<file path="src/rtl/pipe_stage_skid.sv">
// Pipeline stage register with a valid/ready handshake and a 2-entry skid buffer.
// Supports synchronous flush (bubble), halt (freeze) and a saturating stall counter.
module pipe_stage_skid #(
  parameter int unsigned          DATA_W      = 16,
  parameter int unsigned          CTRL_W      = 8,
  parameter logic [CTRL_W-1:0]    CTRL_BUBBLE = '0,
  parameter int unsigned          STALL_CNT_W = 16
) (
  input  logic                   clk,
  input  logic                   reset_n,
  input  logic                   flush,
  input  logic                   halt,
  input  logic                   in_valid,
  output logic                   in_ready,
  input  logic [CTRL_W-1:0]      in_ctrl,
  input  logic [DATA_W-1:0]      in_data,
  output logic                   out_valid,
  input  logic                   out_ready,
  output logic [CTRL_W-1:0]      out_ctrl,
  output logic [DATA_W-1:0]      out_data,
  output logic [1:0]             occupancy,
  output logic [STALL_CNT_W-1:0] stall_cycles
);

  // State bits are {skid_v, main_v}; 2'b10 is unreachable.
  typedef enum logic [1:0] {
    ST_EMPTY = 2'b00,
    ST_ONE   = 2'b01,
    ST_TWO   = 2'b11
  } state_t;

  state_t                 r_state,     w_state_nxt;
  logic [CTRL_W-1:0]      r_main_ctrl, w_main_ctrl_nxt;
  logic [DATA_W-1:0]      r_main_data, w_main_data_nxt;
  logic [CTRL_W-1:0]      r_skid_ctrl, w_skid_ctrl_nxt;
  logic [DATA_W-1:0]      r_skid_data, w_skid_data_nxt;
  logic [STALL_CNT_W-1:0] r_stall,     w_stall_nxt;
  logic [1:0]             r_occ,       w_occ_nxt;
  logic [1:0]             w_state_bits_nxt;
  logic                   w_main_v;
  logic                   w_skid_v;
  logic                   w_accept;
  logic                   w_send;

  assign w_main_v  = r_state[0];
  assign w_skid_v  = r_state[1];

  // Handshakes depend only on registers and halt, never on the peer's valid/ready.
  assign in_ready  = !w_skid_v && !halt;
  assign out_valid = w_main_v && !halt;
  assign w_accept  = in_valid && in_ready;
  assign w_send    = out_valid && out_ready;

  assign out_ctrl     = w_main_v ? r_main_ctrl : CTRL_BUBBLE;
  assign out_data     = w_main_v ? r_main_data : DATA_W'(0);
  assign occupancy    = r_occ;
  assign stall_cycles = r_stall;

  // Next-state and datapath selection.
  always_comb begin
    w_state_nxt     = r_state;
    w_main_ctrl_nxt = r_main_ctrl;
    w_main_data_nxt = r_main_data;
    w_skid_ctrl_nxt = r_skid_ctrl;
    w_skid_data_nxt = r_skid_data;

    if (flush) begin
      w_state_nxt     = ST_EMPTY;
      w_main_ctrl_nxt = CTRL_BUBBLE;
      w_main_data_nxt = DATA_W'(0);
      w_skid_ctrl_nxt = CTRL_BUBBLE;
      w_skid_data_nxt = DATA_W'(0);
    end else if (!halt) begin
      case (r_state)
        ST_EMPTY: begin
          if (w_accept) begin
            w_state_nxt     = ST_ONE;
            w_main_ctrl_nxt = in_ctrl;
            w_main_data_nxt = in_data;
          end
        end
        ST_ONE: begin
          if (w_accept && w_send) begin
            w_main_ctrl_nxt = in_ctrl;
            w_main_data_nxt = in_data;
          end else if (w_send) begin
            w_state_nxt     = ST_EMPTY;
            w_main_ctrl_nxt = CTRL_BUBBLE;
            w_main_data_nxt = DATA_W'(0);
          end else if (w_accept) begin
            w_state_nxt     = ST_TWO;
            w_skid_ctrl_nxt = in_ctrl;
            w_skid_data_nxt = in_data;
          end
        end
        ST_TWO: begin
          if (w_send) begin
            w_state_nxt     = ST_ONE;
            w_main_ctrl_nxt = r_skid_ctrl;
            w_main_data_nxt = r_skid_data;
            w_skid_ctrl_nxt = CTRL_BUBBLE;
            w_skid_data_nxt = DATA_W'(0);
          end
        end
        default: begin
          w_state_nxt     = ST_EMPTY;
          w_main_ctrl_nxt = CTRL_BUBBLE;
          w_main_data_nxt = DATA_W'(0);
          w_skid_ctrl_nxt = CTRL_BUBBLE;
          w_skid_data_nxt = DATA_W'(0);
        end
      endcase
    end
  end

  // Stall counter and registered occupancy.
  always_comb begin
    w_stall_nxt = r_stall;
    if (!flush && out_valid && !out_ready && (r_stall != {STALL_CNT_W{1'b1}}))
      w_stall_nxt = r_stall + STALL_CNT_W'(1);
    w_state_bits_nxt = w_state_nxt;
    w_occ_nxt        = 2'(w_state_bits_nxt[0]) + 2'(w_state_bits_nxt[1]);
  end

  always_ff @(posedge clk or negedge reset_n) begin
    if (!reset_n) begin
      r_state     <= ST_EMPTY;
      r_main_ctrl <= CTRL_BUBBLE;
      r_main_data <= DATA_W'(0);
      r_skid_ctrl <= CTRL_BUBBLE;
      r_skid_data <= DATA_W'(0);
      r_stall     <= STALL_CNT_W'(0);
      r_occ       <= 2'd0;
    end else begin
      r_state     <= w_state_nxt;
      r_main_ctrl <= w_main_ctrl_nxt;
      r_main_data <= w_main_data_nxt;
      r_skid_ctrl <= w_skid_ctrl_nxt;
      r_skid_data <= w_skid_data_nxt;
      r_stall     <= w_stall_nxt;
      r_occ       <= w_occ_nxt;
    end
  end

endmodule

</file>
<file path="config.mk">
export PLATFORM = sky130hd
export DESIGN_NAME = pipe_stage_skid
export DESIGN_NICKNAME = d
export VERILOG_FILES = /design/src/rtl/pipe_stage_skid.sv
export SDC_FILE = /design/constraint.sdc
export NUM_CORES = 1
export LEC_CHECK = 0
export ABC_AREA = 1
export CAP_MARGIN = 20
export CORE_MARGIN = 2
export CORE_UTILIZATION = 60
export DETAILED_ROUTE_END_ITERATION = 8
export DONT_BUFFER_PORTS = 1
export HOLD_SLACK_MARGIN = 0.02
export PLACE_DENSITY = 0.79
export SETUP_SLACK_MARGIN = 0.4
export SLEW_MARGIN = 40
export SYNTH_ARGS = -nofsm -noshare
export SYNTH_HDL_FRONTEND = slang
export SYNTH_SLANG_ARGS = --single-unit
</file>
<file path="constraint.sdc">
create_clock -name clk -period 1.67 [get_ports clk]
set_input_delay 0.2505 -clock clk [delete_from_list [all_inputs] [get_ports clk]]
set_output_delay 0.2505 -clock clk [all_outputs]
set_load 0.02 [all_outputs]
</file>
* Word level (Yosys, flattened, before mapping) *
Index checks and enable logic that the tools add are counted.

storage, ports and cells
  flip-flop bits (word level) = 68
  input bits = 30
  output and inout bits = 44

cells by class
  add/subtract/negate cells = 2
  equality and inequality tests = 11
  muxes and demuxes = 34
  reductions and logical operators = 15

operators by type and width
  kind                                                              count
  16-bit 2-to-1 mux                                                 11
  16-bit case mux with 3 select lines                               2
  8-bit 2-to-1 mux                                                  11
  8-bit case mux with 3 select lines                                2
  16-bit by 1-bit adder with 16-bit output (second input constant)  1
  16-bit inequality test (second input constant)                    1
  3-bit inequality test (second input constant)                     5
  2-bit 2-to-1 mux                                                  7
  1-bit logical AND                                                 8
  2-bit case mux with 3 select lines                                1
  6-bit AND reduction                                               1
  1-bit logical NOT                                                 4
  2-bit inequality test (second input constant)                     2
  4-bit inequality test (second input constant)                     1
  4-bit AND reduction                                               1
  1-bit by 1-bit adder with 2-bit output                            1
  2-bit by 1-bit == test with 1-bit output (second input constant)  1
  2-bit == test (second input constant)                             1
  2-bit logical NOT                                                 1

* Depth between registers and ports, before layout *
Gate-level depths: netlist of run 1.

  word-level depth = 10
  gate-level depth with buffers = 10
  mapped depth without buffers = 9

* Worst setup path before layout of run 1 *
No wires, ideal clock.

  path type = register -> register
  start point = register r_stall[1], in the netlist stall_cycles[1]
  end point = register r_stall[8], in the netlist stall_cycles[8]
  data arrival time = 1403 ps
  required time = 1543 ps
  slack = 141 ps
  stages on the path, launching flop included = 10
  path buffers = 1
  cell sequence = dfrtp_1 -> ha_1 -> nand2_1 -> nor2_1 -> nand3_1 -> nand2_1 -> nand2_1 -> buf_2 -> nand2_1 -> o21ai_0

on the way
  cells in the longest elaborated chain, start to end = 2
  elaborated cells on any way between the ends = 3

RTL lines
  item                                                                              line  RTL
  start, declared                                                                   37    logic [STALL_CNT_W-1:0] r_stall, w_stall_nxt;
  start signal, assigned                                                            140   r_stall <= w_stall_nxt;
  branches (longest 2 deep; another with 16-bit by 1-bit adder with 16-bit output)  --

Parallel ways; which one is timed is not known.
A chain may end at the register's enable or synchronous reset.

* Worst setup path in the final report of run 1 *
  start point = register r_state[0]
  end point = register r_main_data[10]

on the way
  cells in the longest elaborated chain, start to end = 7
  elaborated cells on any way between the ends = 14

RTL lines
  item                                 line  RTL
  start, declared                      32    state_t r_state, w_state_nxt;
  start signal, assigned               135   r_state <= w_state_nxt;
  1-bit logical AND                    50    assign out_valid = w_main_v && !halt;
  1-bit logical AND                    52    assign w_send = out_valid && out_ready;
  1-bit logical AND                    83    if (w_accept && w_send) begin
  16-bit 2-to-1 mux                    83
  16-bit case mux with 3 select lines  74    case (r_state)
  16-bit 2-to-1 mux                    73    end else if (!halt) begin
  16-bit 2-to-1 mux                    67    if (flush) begin
  end signal, assigned                 137   r_main_data <= w_main_data_nxt;
  end, declared                        34    logic [DATA_W-1:0] r_main_data, w_main_data_nxt;

Several ways; a longest one is shown, not always the timed one. The select of a mux whose other input is x is not followed.

==> results of run 1 <==
## cell usage in the layout, fill, tap and decap left out, types with 2 or more instances in the layout
cell,instances
nand2_8,5
nand4_1,28
inv_4,16
o21ai_0,2
dfrtp_1,61
buf_16,3
clkinv_2,4
dfrtp_2,7
clkinvlp_4,5
buf_4,34
nor2_2,5
nand2_1,210
clkbuf_8,10
buf_6,14
nand3_2,32
nor3_4,2
xor2_1,8
o21ai_1,7
nand3_1,33
nor2_1,35
clkbuf_16,3
inv_2,9
nand2_4,20
nand2_2,25
nor2_4,9
buf_12,11
inv_1,38
## per-layer routing
layer,share of wire,routed length [µm],vias up
li1,-,-,1945
met1,0.32,5510,2182
met4,0.077,1330,0
met5,0,0,-
met3,0.14,2380,183
met2,0.46,7900,544
## flip-flops by register name, indices dropped and copies added (netlist names)
register / flops
r_skid_ctrl: 8
r_main_ctrl: 8
stall_cycles: 16
r_skid_data: 16
r_state: 2
occupancy: 2
r_main_data: 16
## worst max-delay path by stage
stage / endpoint / cells past startpoint / start
2_1_floorplan: stall_cycles[8] / 9 / stall_cycles[0]
3_3_place_gp: r_main_data[8] / 6 / r_state[0]
3_5_place_dp: r_main_data[1] / 6 / r_state[0]
4_1_cts: r_skid_data[0] / 9 / r_state[0]
5_1_grt: r_main_ctrl[5] / 9 / r_state[0]
6_report: r_main_data[10] / 8 / r_state[0]
## metrics by stage
step           instance area, µm²  hold slack, ns
6_report                     5540          -0.443
5_1_grt                      5540          -0.454
4_1_cts                      5250          -0.422
3_5_place_dp                 4310         -0.0438
3_3_place_gp                 4310         -0.0438
2_1_floorplan                4190         -0.0451
## repair_timing
item                                    CTS  global route
gates cloned                             11             5
gates resized for setup                 140            44
setup buffers                            23             6
endpoints found under the setup margin   91            94
hold endpoints to repair                 68            68
pin swaps                                20            43
## layout make-up
cell class | instances | area, µm² | share of cell area
clock buffer | 11 | 141 | 0.0255
clock inverter | 5 | 27.5 | 0.00497
inverter | 66 | 297 | 0.0535
multi-input combinational | 429 | 2450 | 0.443
sequential | 68 | 1710 | 0.309
tap | 80 | 100 | 0.0181
timing repair buffer | 65 | 791 | 0.143
timing repair inverter | 3 | 22.5 | 0.00406
## worst max-delay path, delay by kind of cell (launching register included)
kind	cells	cell delay (ns)
buffers and inverters	3	0.46
DFF	1	0.44
and+or+nand+nor	5	0.73
## logic make-up (layout without fill, tap and decap cells)
group | Yosys count | in the layout | share of synthesized area
AO/OA/AOI/OAI | 14 | 14 | 0.0206
XOR/XNOR | 8 | 8 | 0.0172
adder cells (fa/ha/maj) | 2 | 2 | 0.00614
buffers and inverters | 96 | 150 | 0.103
flip-flops | 68 | 68 | 0.418
AND/OR/NAND/NOR | 401 | 405 | 0.436
## power by group
group          internal, mW  switching [mW]
Clock                 0.571           0.729
Combinational         0.581           0.924
Sequential             1.81           0.195
==> flow_metrics.tcl, run 1 <==
set metrics [dict create \
    setup_viol 6 \
    rsz0062_at_grt "true" \
    worstPathRequired_ns 1.96 \
    power.density_nw_per_um2 867 \
    cts_tree "built" \
    clk_latency_ns 0.37 \
    fill_cells 333 \
    initialDrtViolationCount 829 \
    clk_path_buf_depth 2 \
    met3_usage 0.0914 \
    ys.flop_type "dfrtp_1" \
    area_growth_pct 36.1 \
    power.total_mw 4.81 \
    ys_types 25 \
    r2r_end "r_main_data[10]" \
    io_buffer_count 0 \
    cap_violations 0 \
    fin_util 0.830 \
    crit_chain "buf_6 -> buf_12 -> nor2_4 -> nand3_2 -> nand2_4 -> buf_12 -> nand2_1 -> nand2_1" \
    die_area_um2 7460 \
    drc 0 \
    cp-end-kind "flop" \
    cp_max_fo 24 \
    skew_ns 0.0249 \
    hold_path_class "primary input to async pin" \
    fmax_mhz 586 \
    core_area_um2 6680 \
    path_class "flop to flop" \
    fin_ws_ns -0.0376 \
    rr_startpoint "r_state[0]" \
    setup_tns_ns -0.119 \
    clkTransAtPathRegs_ns 0.09 \
    pre_cts_slack_ns -0.0546 \
    grt_pass1_wl_um 22400 \
    synth_common_cells "nand2_1, dfrtp_1, inv_1" \
    netlist_top_cells_area "dfrtp_1, nand2_1, nand3_1" \
    synth_edf_count 0 \
    start_util 0.610 \
    vias 4854 \
    grt_max_degree 69 \
    drive_above_1_share 0.342 \
    maxSlewHeadroom 0.594 \
    violations "hold timing, setup timing" \
    yosys_warnings 0 \
    final_max_slew_viol_count 0 \
    place_congestion 0.869 \
    grt_overflow 0 \
    drt-vias-per-instance 6.68 \
    reg2reg_depth 8 \
    routedWlPerCell_um 23.5 \
    ir_drop_v 0.000594 \
    rows 30 \
    power.leakage_nw 2.96 \
    grt_pass1_vias 4353 \
    clock-sinks 68 \
    dpl.cell_count 666 \
    postSynth.asyncResetShare 1.00 \
    worstPathArrival_ns 1.99 \
    cts_buffers 9 \
    root_buffer "clkbuf_8" \
    synthesis.area_um2 4070 \
    dp_hpwl_um 6720 \
    final-hold-violation-count 68 \
    finalCritPeriodShare 1.02 \
    use_met2 0.623 \
    final_cells 727 \
    antenna_found_initial 0 \
    pin_count 74 \
    ctsHtreeMaxLevel 3 \
    synth_top_area_share 0.418 \
    antenna_cells 0 \
    die_width_um 86.4 \
    antenna_left 0 \
    drtPass1Iterations 7 \
    use_met1 0.477 \
    whs_ns -0.443 \
    worst_slew_pin_slew_ns 0.609 \
    period_minus_slack_ns 1.71 \
    slowest_stage "dfrtp_2" \
    drt_wl_total_um 17100 \
    ys_ff_latch 68 \
    status "complete, but fails checks" \
    post-synth-top-area-cell "dfrtp_1" \
    ys_seq_area_frac 0.418 \
    gr-max-usage-layer "met2" \
    startpoint_type "flop" \
    synth.net_count 621 \
    postSynthAreaPerCell_um2 6.91 \
    fp.dieH_um 86.4 \
    critPathMaxStageDelay_ns 0.44 \
    synth_most_common_cell "nand2_1" \
    fin_nets 674 \
    syn_inst 589 \
    grt_usage 0.393 \
    rrSetupSlack_ns -0.04 \
]
No activity file was read; power rests on OpenSTA's default activity.
==> inputs of run 2 (changes only) <==
--- a/config.mk
+++ b/config.mk
@@ -13,2 +13,3 @@
 export DONT_BUFFER_PORTS = 1
+export GPL_ROUTABILITY_DRIVEN = 0
 export HOLD_SLACK_MARGIN = 0.02
--- a/constraint.sdc
+++ b/constraint.sdc
@@ -3,2 +3,2 @@
 set_output_delay 0.2505 -clock clk [all_outputs]
-set_load 0.02 [all_outputs]
+set_load 0.005 [all_outputs]
==> run 2 against run 1 <==
Net effect: the run ends with hold timing left; critical path depth is 1 lower; wire length is 23% lower; sequential cell count stayed put; register-to-register slack better by 0.13 ns; maximum frequency is 8.4% higher; design area is 5.1% lower; critical endpoint is now stall_cycles[7]; highest routed layer unchanged.
==> flow_metrics.tcl, run 2 (same netlist as run 1, synthesis figures left out) <==
set metrics [dict create \
    finalCritPeriodShare 0.943 \
    pin_count 74 \
    fmax_mhz 635 \
    grt_pass1_vias 3822 \
    fin_nets 650 \
    cap_violations 0 \
    worst_slew_pin_slew_ns 0.610 \
    ctsHtreeMaxLevel 3 \
    routedWlPerCell_um 18.7 \
    cp_max_fo 6 \
    critPathMaxStageDelay_ns 0.51 \
    switching_share 0.322 \
    skew_ns 0.0102 \
    antenna_cells 0 \
    drc 0 \
    fin_ws_ns 0.0949 \
    clkTransAtPathRegs_ns 0.08 \
    layout_commonest_cell "nand2_1" \
    status "complete, but fails checks" \
    vias 4173 \
    dp_hpwl_um 6590 \
    final_cell_mix "nand2_1, dfrtp_1, nand2_2" \
    setup_tns_ns 0 \
    maxSlewHeadroom 0.593 \
    violations "hold timing" \
    drtPass1Iterations 6 \
    antenna_found_initial 0 \
    root_buffer "clkbuf_8" \
    seqPwrFrac 0.432 \
    io_buffer_count 0 \
    cts_buffers 9 \
    clk_path_buf_depth 2 \
    whs_ns -0.416 \
    grt_max_degree 69 \
    start_util 0.610 \
    rsz0062_at_grt "true" \
    period_minus_slack_ns 1.58 \
    pwr-share-comb 0.239 \
    worstPathRequired_ns 1.95 \
    cp-end-kind "flop" \
    critPathLaunch "r_state[0]" \
    ir_drop_v 0.000788 \
    clk_latency_ns 0.35 \
    worstPathArrival_ns 1.85 \
    clkPwrFrac 0.328 \
    clock-sinks 68 \
    cp_num_buf_inv 1 \
    pre_cts_slack_ns -0.104 \
    cp_top_family "simple AND/OR/NAND/NOR gates" \
    core_area_um2 6680 \
    setup_viol 0 \
    slowest_stage "dfrtp_2" \
    fp.dieH_um 86.4 \
    final_cells 703 \
    cts_tree "built" \
    drive_above_1_share 0.340 \
    fill_cells 414 \
    area_growth_pct 29.2 \
    grt_overflow 0 \
    final-hold-violation-count 68 \
    multi_input_area_um2 2430 \
    regArea_um2 1710 \
    grt_usage 0.319 \
    switchingPower_mw 1.49 \
    crit_chain "nand2_4 -> nor3_4 -> nand2_2 -> nand2_4 -> buf_6 -> nand2_2 -> o21ai_1" \
    hold_path_class "primary input to async pin" \
    path_class "flop to flop" \
    die_area_um2 7460 \
    dpl.cell_count 653 \
    drt-vias-per-instance 5.94 \
    power.leakage_nw 2.77 \
    initialDrtViolationCount 432 \
    final_max_slew_viol_count 0 \
    p_int_mw 3.14 \
    grt_pass1_wl_um 18600 \
    drt_wl_total_um 13200 \
    startpoint_type "flop" \
    rows 30 \
    rr_startpoint "r_state[0]" \
    power.density_nw_per_um2 881 \
    antenna_left 0 \
    die_width_um 86.4 \
]
[run 2: cell types whose count changed in the layout (fill, tap and decap cells not counted), moves of 8 or more]
| cell | before | now |
|---|---|---|
| buf_4 | 34 | 16 |
| inv_1 | 38 | 46 |
| inv_4 | 16 | 1 |
| nand2_2 | 25 | 53 |
| inv_2 | 9 | 17 |
| nand2_1 | 210 | 191 |
[run 2: final timing paths]
path	end	slack, ns	depth (start not counted)
worst max register to register	stall_cycles[7]	0.09	7
min in group clk	r_main_data[9]	0.11	4
worst min register to register	r_main_ctrl[6]	0.50	2
max in group asynchronous	stall_cycles[8]	1.93	0
worst min-delay path	stall_cycles[3]	-0.42	0
worst max-delay path	stall_cycles[7]	0.09	7
[run 2: area by class of cell]
| class | count | share of cell area |
|---|---|---|
| timing repair buffer | 42 | 0.100 |
| clock buffer | 11 | 0.0269 |
| sequential | 68 | 0.326 |
| timing repair inverter | 2 | 0.00285 |
| tap | 80 | 0.0190 |
| inverter | 66 | 0.0483 |
| multi-input combinational | 429 | 0.463 |
| clock inverter | 5 | 0.0143 |
[run 2: timing repair]
item,CTS,global route
endpoints found under the hold margin,68,68
resized for setup,62,108
gates cloned,7,6
pin swaps,15,16
setup endpoints to repair,91,91
setup buffers,17,4
[run 2: metrics by stage]
stage / instance area [µm²] / utilization / power [mW]
after floorplan: 4180 / - / 2.50
after global placement: 4210 / 0.630 / 2.64
after detailed placement: 4210 / 0.630 / 2.66
after CTS: 4820 / 0.722 / 4.31
after global routing: 5260 / 0.787 / 4.82
final: 5260 / 0.787 / 4.63
[run 2: routing by layer]
layer  global-route usage  wire length (µm)
met1                0.423              4880
met2                0.506              6410
met3               0.0610              1210
met4                0.146               648
met5                    0                 0
[run 2: power by group through the flow]
stage          clock network [mW]  registers (mW)  logic, mW
5_1_grt                      1.61            2.02       1.19
3_3_place_gp                    0            1.98      0.658
6_report                     1.52            2.00       1.11
3_5_place_dp                    0            1.99      0.677
4_1_cts                      1.51            1.96      0.840
2_1_floorplan                   0            1.96      0.541
==> inputs of run 3 (changes only) <==
REMOVE_ABC_BUFFERS = 1   (was unset)
SKIP_CTS_REPAIR_TIMING = 1   (was unset)
==> run 3 against run 2 <==
Net effect: the run still ends with hold timing left; die area unchanged; sequential power about the same; first-iteration DRC count up 10%; maximum frequency up 0.48%; wire length down 5.0%; combinational power down 7%; critical path depth up 3; clock-buffer cell count up 2; sequential share of layout area up 0.78 points; final cell count down 0.71%; register-to-register slack about the same; utilization down 2.1 points.
==> flow_metrics.tcl, run 3 (same netlist as run 1, synthesis figures left out) <==
set metrics [dict create \
    worst_slew_pin_slew_ns 0.342 \
    core_area_um2 6680 \
    grt_max_degree 69 \
    final-hold-violation-count 68 \
    path_common_cell "nand2_1" \
    startpoint_type "flop" \
    vias 4220 \
    whs_ns -0.418 \
    final_cell_mix "nand2_1, inv_1, dfrtp_1" \
    antenna_cells 0 \
    critPathMaxStageDelay_ns 0.43 \
    maxSlewHeadroom 0.772 \
    final_cells 698 \
    hold_path_class "primary input to async pin" \
    cp_max_fo 12 \
    rrSetupSlack_ns 0.10 \
    clk_latency_ns 0.35 \
    period_minus_slack_ns 1.57 \
    worstPathArrival_ns 1.86 \
    drt_wl_total_um 12500 \
    rsz0062_at_grt "true" \
    cap_violations 0 \
    path_class "flop to flop" \
    status "complete, but fails checks" \
    antenna_found_initial 0 \
    skew_ns 0.00736 \
    ctsHtreeMaxLevel 3 \
    clkTransAtPathRegs_ns 0.07 \
    fmax_mhz 638 \
    area_growth_pct 25.8 \
    gr-max-usage-layer "met2" \
    power.leakage_nw 2.88 \
    grt_overflow 0 \
    die_area_um2 7460 \
    routedWlPerCell_um 17.9 \
    worstPathRequired_ns 1.96 \
    dpl.cell_count 662 \
    drc 0 \
    pin_count 74 \
    met3_usage 0.0657 \
    initialDrtViolationCount 476 \
    io_buffer_count 0 \
    antenna_left 0 \
    start_util 0.610 \
    rows 30 \
    root_buffer "clkbuf_8" \
    cts_tree "built" \
    crit_chain "buf_6 -> nand2_8 -> inv_6 -> nand2_4 -> nor2_4 -> clkbuf_16 -> nand2_1 -> nand3_1 -> nand2_1 -> nand2_1" \
    cts_buffers 9 \
    clock-sinks 68 \
    grt_pass1_vias 3560 \
    use_met1 0.349 \
    final_max_slew_viol_count 0 \
    grt_pass1_wl_um 16200 \
    fp.dieH_um 86.4 \
    drive_above_1_share 0.236 \
    violations "hold timing" \
    use_met2 0.452 \
    drt-vias-per-instance 6.05 \
    slowest_stage "dfrtp_2" \
    dp_hpwl_um 6460 \
    cp-end-kind "flop" \
    fin_nets 646 \
    die_width_um 86.4 \
    drtPass1Iterations 5 \
    grt_usage 0.274 \
    fill_cells 416 \
    power.density_nw_per_um2 850 \
    reg2reg_depth 10 \
    finalCritPeriodShare 0.939 \
    setup_viol 0 \
    ir_drop_v 0.000470 \
    layout_commonest_cell "nand2_1" \
    clk_path_buf_depth 2 \
]
-- run 3: worst paths after layout --
path                                start         endpoint
max                            r_state[0]  r_main_data[13]
min                               reset_n  stall_cycles[5]
max in group asynchronous         reset_n       r_state[1]
min reg2reg                r_main_data[2]   r_main_data[2]
min in group clk               in_ctrl[3]   r_main_ctrl[3]
max reg2reg                    r_state[0]  r_main_data[13]
-- run 3: worst max-delay path: cells and delay by family, from the launching register on --
kind	cells	cell delay, ns
simple gates	7	0.61
buf+inv	3	0.45
flops	1	0.43
-- run 3: final cells by class --
cell class / count / area (µm²) / area share
tap: 80 / 100 / 0.0195
clock buffer: 13 / 149 / 0.0291
sequential: 68 / 1710 / 0.334
clock inverter: 2 / 35.0 / 0.00684
multi-input combinational: 428 / 2360 / 0.460
timing repair buffer: 41 / 519 / 0.101
inverter: 66 / 253 / 0.0493
-- run 3: report_power, final --
| part | total, mW | switching [mW] | internal [mW] |
|---|---|---|---|
| Combinational | 1.03 | 0.615 | 0.414 |
| Clock | 1.35 | 0.628 | 0.723 |
| Sequential | 1.98 | 0.170 | 1.81 |
| Total | 4.36 | 1.41 | 2.94 |
-- run 3: metrics by stage --
stage | setup TNS (ns) | instance area, µm² | utilization | power [mW] | setup slack (ns)
floorplan | -36.04 | 3900 | - | 2.42 | -0.717
global placement | 0 | 4200 | 0.629 | 2.64 | 0.160
detailed placement | 0 | 4200 | 0.629 | 2.67 | 0.0993
CTS | 0 | 4380 | 0.656 | 4.00 | 0.0231
global route | -0.00572 | 5120 | 0.767 | 4.52 | -0.00572
finish | 0 | 5120 | 0.767 | 4.36 | 0.102
-- run 3: layer usage --
| layer | up-vias | part of all wire |
|---|---|---|
| li1 | 1889 | - |
| met1 | 1955 | 0.37 |
| met2 | 302 | 0.49 |
| met3 | 74 | 0.091 |
| met4 | 0 | 0.053 |
| met5 | - | 0 |
